## src/rtl/fpu_wb_regs.sv

```systemverilog
// rtl/fpu_wb_regs.sv - Wishbone classic register file between the management SoC and the FPU core
//
// Purpose:
//   Latches operands A/B/C, the one-hot operation and the rounding mode written by
//   firmware. Launches an FPU operation by holding valid_in until valid_out returns
//   or a busy timeout expires. Captures result/flags and exposes status and an interrupt.
//
// Ports:
//   wb_clk_i, wb_rst_i          clock, asynchronous active-high reset
//   wbs_cyc_i/stb_i/we_i        Wishbone cycle, strobe, write enable
//   wbs_sel_i, wbs_adr_i        byte lanes, byte address
//   wbs_dat_i / wbs_dat_o       write data / registered read data (valid with ack)
//   wbs_ack_o                   one-cycle acknowledge
//   a, b, c, op_in, round_mode  FPU operands, one-hot op, rounding mode
//   valid_in                    operation request, held until result or timeout
//   result, flags, valid_out    FPU result, exception flags, result strobe
//   irq_o                       level interrupt for done/timeout
module fpu_wb_regs #(
    parameter logic [31:0] BASE_ADDR = 32'h3000_0000,
    parameter int          TIMEOUT   = 64
) (
    input  logic        wb_clk_i,
    input  logic        wb_rst_i,
    input  logic        wbs_cyc_i,
    input  logic        wbs_stb_i,
    input  logic        wbs_we_i,
    input  logic [3:0]  wbs_sel_i,
    input  logic [31:0] wbs_adr_i,
    input  logic [31:0] wbs_dat_i,
    output logic        wbs_ack_o,
    output logic [31:0] wbs_dat_o,
    output logic [31:0] a,
    output logic [31:0] b,
    output logic [31:0] c,
    output logic [11:0] op_in,
    output logic        valid_in,
    output logic [2:0]  round_mode,
    input  logic [31:0] result,
    input  logic [4:0]  flags,
    input  logic        valid_out,
    output logic        irq_o
);

    logic        ack_q, ack_d;
    logic [31:0] dat_q, dat_d;
    logic [31:0] a_q, a_d, b_q, b_d, c_q, c_d;
    logic [31:0] result_q, result_d;
    logic [4:0]  flags_q, flags_d;
    logic [12:0] op_q, op_d;
    logic [2:0]  rm_q, rm_d;
    logic [1:0]  irq_en_q, irq_en_d;
    logic        done_q, done_d;
    logic        tmo_q, tmo_d;
    logic        ovr_q, ovr_d;
    logic        irq_q, irq_d;
    logic [31:0] cnt_q, cnt_d;

    logic        req, hit, wr, rd, busy, capture, tmo_hit;
    logic        data_reg_wr, wr_ok;
    logic [2:0]  w1c;
    logic [7:0]  off;
    logic [31:0] rdata;

    function automatic logic [31:0] merge(input logic [31:0] old_v,
                                          input logic [31:0] new_v,
                                          input logic [3:0]  sel);
        logic [31:0] m;
        for (int i = 0; i < 4; i++) begin
            m[i*8 +: 8] = sel[i] ? new_v[i*8 +: 8] : old_v[i*8 +: 8];
        end
        return m;
    endfunction

    always_comb begin
        // An ack cycle never samples a new request, which forces the idle cycle
        // between acks when stb is held.
        req     = wbs_cyc_i & wbs_stb_i & ~ack_q;
        hit     = (wbs_adr_i[31:8] == BASE_ADDR[31:8]) && (wbs_adr_i[1:0] == 2'b00);
        off     = wbs_adr_i[7:0];
        wr      = req & wbs_we_i & hit;
        rd      = req & ~wbs_we_i & hit;
        busy    = op_q[12];
        capture = valid_out & busy;
        // A result arriving on the last allowed cycle still counts as a result.
        tmo_hit = busy & ~capture & (cnt_q == 32'(TIMEOUT - 1));

        data_reg_wr = wr & ((off == 8'h00) || (off == 8'h04) || (off == 8'h08) ||
                            (off == 8'h1C) || (off == 8'h24));
        // busy is the pre-update value, so a write racing a capture is an overrun.
        wr_ok = wr & ~busy;
        w1c   = (wr && (off == 8'h14) && wbs_sel_i[0]) ? wbs_dat_i[3:1] : 3'b000;

        a_d      = a_q;
        b_d      = b_q;
        c_d      = c_q;
        op_d     = op_q;
        rm_d     = rm_q;
        irq_en_d = irq_en_q;
        result_d = result_q;
        flags_d  = flags_q;

        if (wr_ok) begin
            case (off)
                8'h00: a_d = merge(a_q, wbs_dat_i, wbs_sel_i);
                8'h04: b_d = merge(b_q, wbs_dat_i, wbs_sel_i);
                8'h08: c_d = merge(c_q, wbs_dat_i, wbs_sel_i);
                8'h1C: begin
                    if (wbs_sel_i[0]) op_d[7:0]  = wbs_dat_i[7:0];
                    if (wbs_sel_i[1]) op_d[12:8] = wbs_dat_i[12:8];
                end
                8'h24: if (wbs_sel_i[0]) rm_d = wbs_dat_i[2:0];
                default: ;
            endcase
        end
        // IRQ_EN is not an FPU-side register, so it stays writable while busy.
        if (wr && (off == 8'h18) && wbs_sel_i[0]) irq_en_d = wbs_dat_i[1:0];

        if (capture) begin
            result_d = result;
            flags_d  = flags;
            op_d[12] = 1'b0;
        end
        if (tmo_hit) op_d[12] = 1'b0;

        // Set beats clear when an event and its W1C land together.
        done_d = (done_q & ~w1c[0]) | capture;
        tmo_d  = (tmo_q  & ~w1c[1]) | tmo_hit;
        ovr_d  = (ovr_q  & ~w1c[2]) | (data_reg_wr & busy);

        cnt_d = (busy & ~capture & ~tmo_hit) ? cnt_q + 32'd1 : 32'd0;

        case (off)
            8'h00:   rdata = a_q;
            8'h04:   rdata = b_q;
            8'h08:   rdata = c_q;
            8'h0C:   rdata = result_q;
            8'h10:   rdata = {27'd0, flags_q};
            8'h14:   rdata = {28'd0, ovr_q, tmo_q, done_q, busy};
            8'h18:   rdata = {30'd0, irq_en_q};
            8'h1C:   rdata = {19'd0, op_q};
            8'h24:   rdata = {29'd0, rm_q};
            default: rdata = 32'd0;
        endcase

        ack_d = req;
        dat_d = rd ? rdata : 32'd0;
        irq_d = (done_q & irq_en_q[0]) | (tmo_q & irq_en_q[1]);
    end

    always_ff @(posedge wb_clk_i or posedge wb_rst_i) begin
        if (wb_rst_i) begin
            ack_q    <= 1'b0;
            dat_q    <= 32'd0;
            a_q      <= 32'd0;
            b_q      <= 32'd0;
            c_q      <= 32'd0;
            result_q <= 32'd0;
            flags_q  <= 5'd0;
            op_q     <= 13'd0;
            rm_q     <= 3'd0;
            irq_en_q <= 2'd0;
            done_q   <= 1'b0;
            tmo_q    <= 1'b0;
            ovr_q    <= 1'b0;
            irq_q    <= 1'b0;
            cnt_q    <= 32'd0;
        end else begin
            ack_q    <= ack_d;
            dat_q    <= dat_d;
            a_q      <= a_d;
            b_q      <= b_d;
            c_q      <= c_d;
            result_q <= result_d;
            flags_q  <= flags_d;
            op_q     <= op_d;
            rm_q     <= rm_d;
            irq_en_q <= irq_en_d;
            done_q   <= done_d;
            tmo_q    <= tmo_d;
            ovr_q    <= ovr_d;
            irq_q    <= irq_d;
            cnt_q    <= cnt_d;
        end
    end

    assign wbs_ack_o  = ack_q;
    assign wbs_dat_o  = dat_q;
    assign a          = a_q;
    assign b          = b_q;
    assign c          = c_q;
    assign op_in      = op_q[11:0];
    assign valid_in   = op_q[12];
    assign round_mode = rm_q;
    assign irq_o      = irq_q;

endmodule
```

## config.mk

```make
export PLATFORM = sky130hd
export DESIGN_NAME = fpu_wb_regs
export DESIGN_NICKNAME = d
export VERILOG_FILES = /design/src/rtl/fpu_wb_regs.sv
export SDC_FILE = /design/constraint.sdc
export NUM_CORES = 1
export LEC_CHECK = 0
export BUFFER_PORTS_ARGS = -buffer_cell sky130_fd_sc_hd__buf_2
export CORE_MARGIN = 8
export CORE_UTILIZATION = 35
export DETAILED_ROUTE_END_ITERATION = 8
export PLACE_DENSITY = 0.6
export SYNTH_ARGS = -nofsm -noshare
export SYNTH_HDL_FRONTEND = slang
export SYNTH_SLANG_ARGS = --single-unit
```

## constraint.sdc

```tcl
create_clock -name wb_clk_i -period 8.3 [get_ports wb_clk_i]
set_input_delay 0 -clock wb_clk_i [delete_from_list [all_inputs] [get_ports wb_clk_i]]
set_output_delay 0 -clock wb_clk_i [all_outputs]
set_load 0.01 [all_outputs]
```

==> flow_summary.json <==
{
  "worstSkewPairLatency_ps": 530,
  "critPathTopFamily": "simple AND/OR/NAND/NOR gates",
  "fin_crit_sh": 0.315,
  "drt_iter0_drc": 619,
  "reg2reg_depth": 5,
  "cts_buffer_depth": 3,
  "dr.pass1.iters": 5,
  "via_per_inst": 5.45,
  "fin_skew_ps": 20.0,
  "seqPwrFrac": 0.475,
  "die_w_um": 182,
  "vias": 7893,
  "hpwl_um": 21800,
  "grtUsageMet3": 0.0451,
  "r2r-start": "cnt_q[0]$_DFF_PP0_",
  "p_int_w": 0.00177,
  "critical_path_buf_inv_count": 3,
  "whs_endpoint": "wbs_dat_o[4]$_DFF_PP0_",
  "r2r_slack_ps": 5730,
  "worstPathRequired_ps": 8700,
  "maxCapViolCount": 0,
  "fin_nets": 1197,
  "comb_power_share": 0.046,
  "met2_usage": 0.298,
  "htree_levels": 1,
  "worstSetupEndpointType": "flop",
  "place.gp.congestion": 0.873,
  "busiest_layer": "met2",
  "route.detailed.drc": 0,
  "switchingPower_w": 0.000493,
  "clockPowerShare": 0.479,
  "grt_pass1_vias": 8259,
  "synth_top_cell_by_area": "dfrtp_1",
  "hp-start": "wbs_adr_i[5]",
  "slew_violations": 0,
  "yosys_warnings": 0,
  "cellPowerDensity_nw_per_um2": 174,
  "rr_endpoint": "cnt_q[28]$_DFF_PP0_",
  "area_growth_pct": 34.3,
  "critical-path-slowest-cell": "nor3_2",
  "async_flop_share": 1.00,
  "worstPathArrival_ps": 3020,
  "clkTransAtPathRegs_ps": 60,
  "clockRootBuffer": "clkbuf_16",
  "die_h_um": 182,
  "grt_use_total": 0.184,
  "synth_cell_types": 49,
  "syn-num-nets": 860,
  "cts.sinks": 220,
  "syn_area_um2": 9680,
  "sw_frac_of_total": 0.218,
  "ys_ff_latch": 220,
  "io_buffers": 256,
  "rows": 61,
  "wl_per_cell_um": 21.5,
  "final_hold_viol_count": 0,
  "grt.overflow.total": 0,
  "tightest_slew_ps": 1120,
  "ctsResizeCount": 0,
  "rsz0062_at_grt": "no",
  "ys.flop_type": "dfrtp_1",
  "synth_top_cell_area_share": 0.569,
  "period_minus_slack_ps": 2620,
  "grt_first_pass_wirelength_um": 48700,
  "fmax_mhz": 382,
  "yosysMostFrequentCell": "dfrtp_1",
  "antenna_found_initial": 1,
  "synth.area.top_cells": "dfrtp_1 57%, mux2_2 17%, a222oi_1 3.3%",
  "path_class": "in2reg",
  "boundaryPins": 257,
  "slew_headroom": 0.250,
  "synth_edf_count": 0,
  "cts_made_buffers": 25,
  "fillers": 2514,
  "layout_setup_ws_ps": 5680,
  "avgSynthCellArea_um2": 12.9,
  "setup_viol": 0,
  "grt_max_degree": 91,
  "leakage_nw": 6.38,
  "pre_cts_slack_ps": 5640,
  "finalSetupTns_ps": 0,
  "cp_max_fo": 22,
  "start_kind": "input pin",
  "vdd.ir_drop.worst_mv": 0.150,
  "holdPathStages": 4,
  "postRouteAntennaNets": 0,
  "wl_um": 31200,
  "cp_cell_sequence": "dlygate4sd3_1, buf_2, or4_4, nor3_2, buf_4, a22oi_1, a31oi_1",
  "hold_class": "in2reg",
  "cpPeakStageDelay_ps": 900,
  "synth_cells": 748,
  "synth_common_cells": "220 x dfrtp_1, 148 x mux2_2, 44 x a21oi_1, 43 x nand2_1, 32 x a222oi_1",
  "dieArea_um2": 33200,
  "cts_tree": "built",
  "drive_above_1_share": 0.440,
  "seq_area_frac_synth": 0.569,
  "start_util": 0.352,
  "grt_util_met1": 0.235,
  "coreArea_um2": 27500,
  "status": "completed"
}
sequential cells by signal (all words and copies together) (netlist names):
name	flops
a	32
b	32
c	32
cnt_q	32
done_q	1
flags_q	5
irq_en_q	2
irq_o	1
op_q	13
ovr_q	1
result_q	32
round_mode	3
tmo_q	1
wbs_ack_o	1
wbs_dat_o	32
power by group through the flow:
stage          combinational (W)  clock, W  sequential, W
6_report                0.000105   0.00108        0.00107
5_1_grt                 0.000116   0.00115        0.00107
4_1_cts                 0.000107   0.00111        0.00107
3_5_place_dp           0.0000772         0        0.00109
3_3_place_gp           0.0000769         0        0.00109
2_1_floorplan          0.0000294         0        0.00109
how the worst max path moves through the flow:
stage	startpoint	endpoint	cells past startpoint
floorplan	wb_rst_i	a[0]$_DFFE_PP0P_	1
global placement	wbs_adr_i[4]	wbs_dat_o[2]$_DFF_PP0_	6
global route	wbs_adr_i[2]	wbs_dat_o[0]$_DFF_PP0_	6
finish	wbs_adr_i[7]	wbs_dat_o[2]$_DFF_PP0_	7
CTS	wbs_adr_i[2]	wbs_dat_o[2]$_DFF_PP0_	6
detailed placement	wbs_adr_i[4]	wbs_dat_o[2]$_DFF_PP0_	6
routing by layer:
metal  part of all wire  up-vias  wire [um]
met5                  0        -          0
met4              0.035        0       1100
met3              0.078       64       2430
met2               0.47      303      14500
met1               0.42     3960      13100
li1                   -     3566          -
cells by family (layout without fill, tap and decap cells):
kind of cell             count (synthesis)  after routing  synth area share
flip-flops                             220            220             0.569
AND/OR/NAND/NOR                        192            192             0.131
multiplexers                           153            153             0.178
AO/OA/AOI/OAI                          124            124            0.0907
buffers and inverters                   45            399            0.0187
XOR/XNOR                                13             13            0.0118
adder cells (fa/ha/maj)                  1              1           0.00129
other                                    0              1                 0
repair_timing:
action / 4_1_cts / 5_1_grt
buffers inserted: 0 / 0
hold buffers: 78 / 0
hold endpoints to repair: 247 / 0
cell type report:
class	count	area [um2]	area share
tap	346	433	0.0333
multi-input combinational	483	4050	0.311
inverter	7	33.8	0.00260
clock inverter	7	70.1	0.00539
sequential	220	5510	0.424
timing repair buffer	348	2170	0.167
clock buffer	37	741	0.0570
antenna	1	2.50	0.000193
tightest hold or removal path, delay by kind of cell:
kind | cells | cell delay (ps)
simple gates | 1 | 120
buf+inv | 1 | 160
compound gates | 2 | 230
per-stage QoR:
| stage | power (W) | hold slack [ps] | utilization | area [um2] | std cells |
|---|---|---|---|---|---|
| after floorplan | 0.00112 | 135 | - | 9680 | 748 |
| after global placement | 0.00117 | 167 | 0.415 | 11400 | 1326 |
| after detailed placement | 0.00117 | 168 | 0.415 | 11400 | 1326 |
| after CTS | 0.00229 | 10.9 | 0.473 | 13000 | 1448 |
| after global routing | 0.00234 | 56.4 | 0.473 | 13000 | 1449 |
| final | 0.00226 | 46.3 | 0.473 | 13000 | 1449 |
layout by cell type (no fill, tap or decap), drive strengths merged, types with 7 or more instances in the layout:
| master | count |
|---|---|
| a21oi | 44 |
| a222oi | 32 |
| a22oi | 12 |
| buf | 270 |
| clkbuf | 37 |
| dfrtp | 220 |
| dlygate4sd3 | 78 |
| inv | 9 |
| mux2 | 150 |
| nand2 | 43 |
| nand3 | 18 |
| nand4 | 14 |
| nor2 | 21 |
| nor3 | 8 |
| nor4 | 33 |
| o21ai | 12 |
| o31ai | 7 |
| or3 | 12 |
| or4 | 13 |
| xnor2 | 12 |
Note: power is estimated with default switching activity, not from simulation.
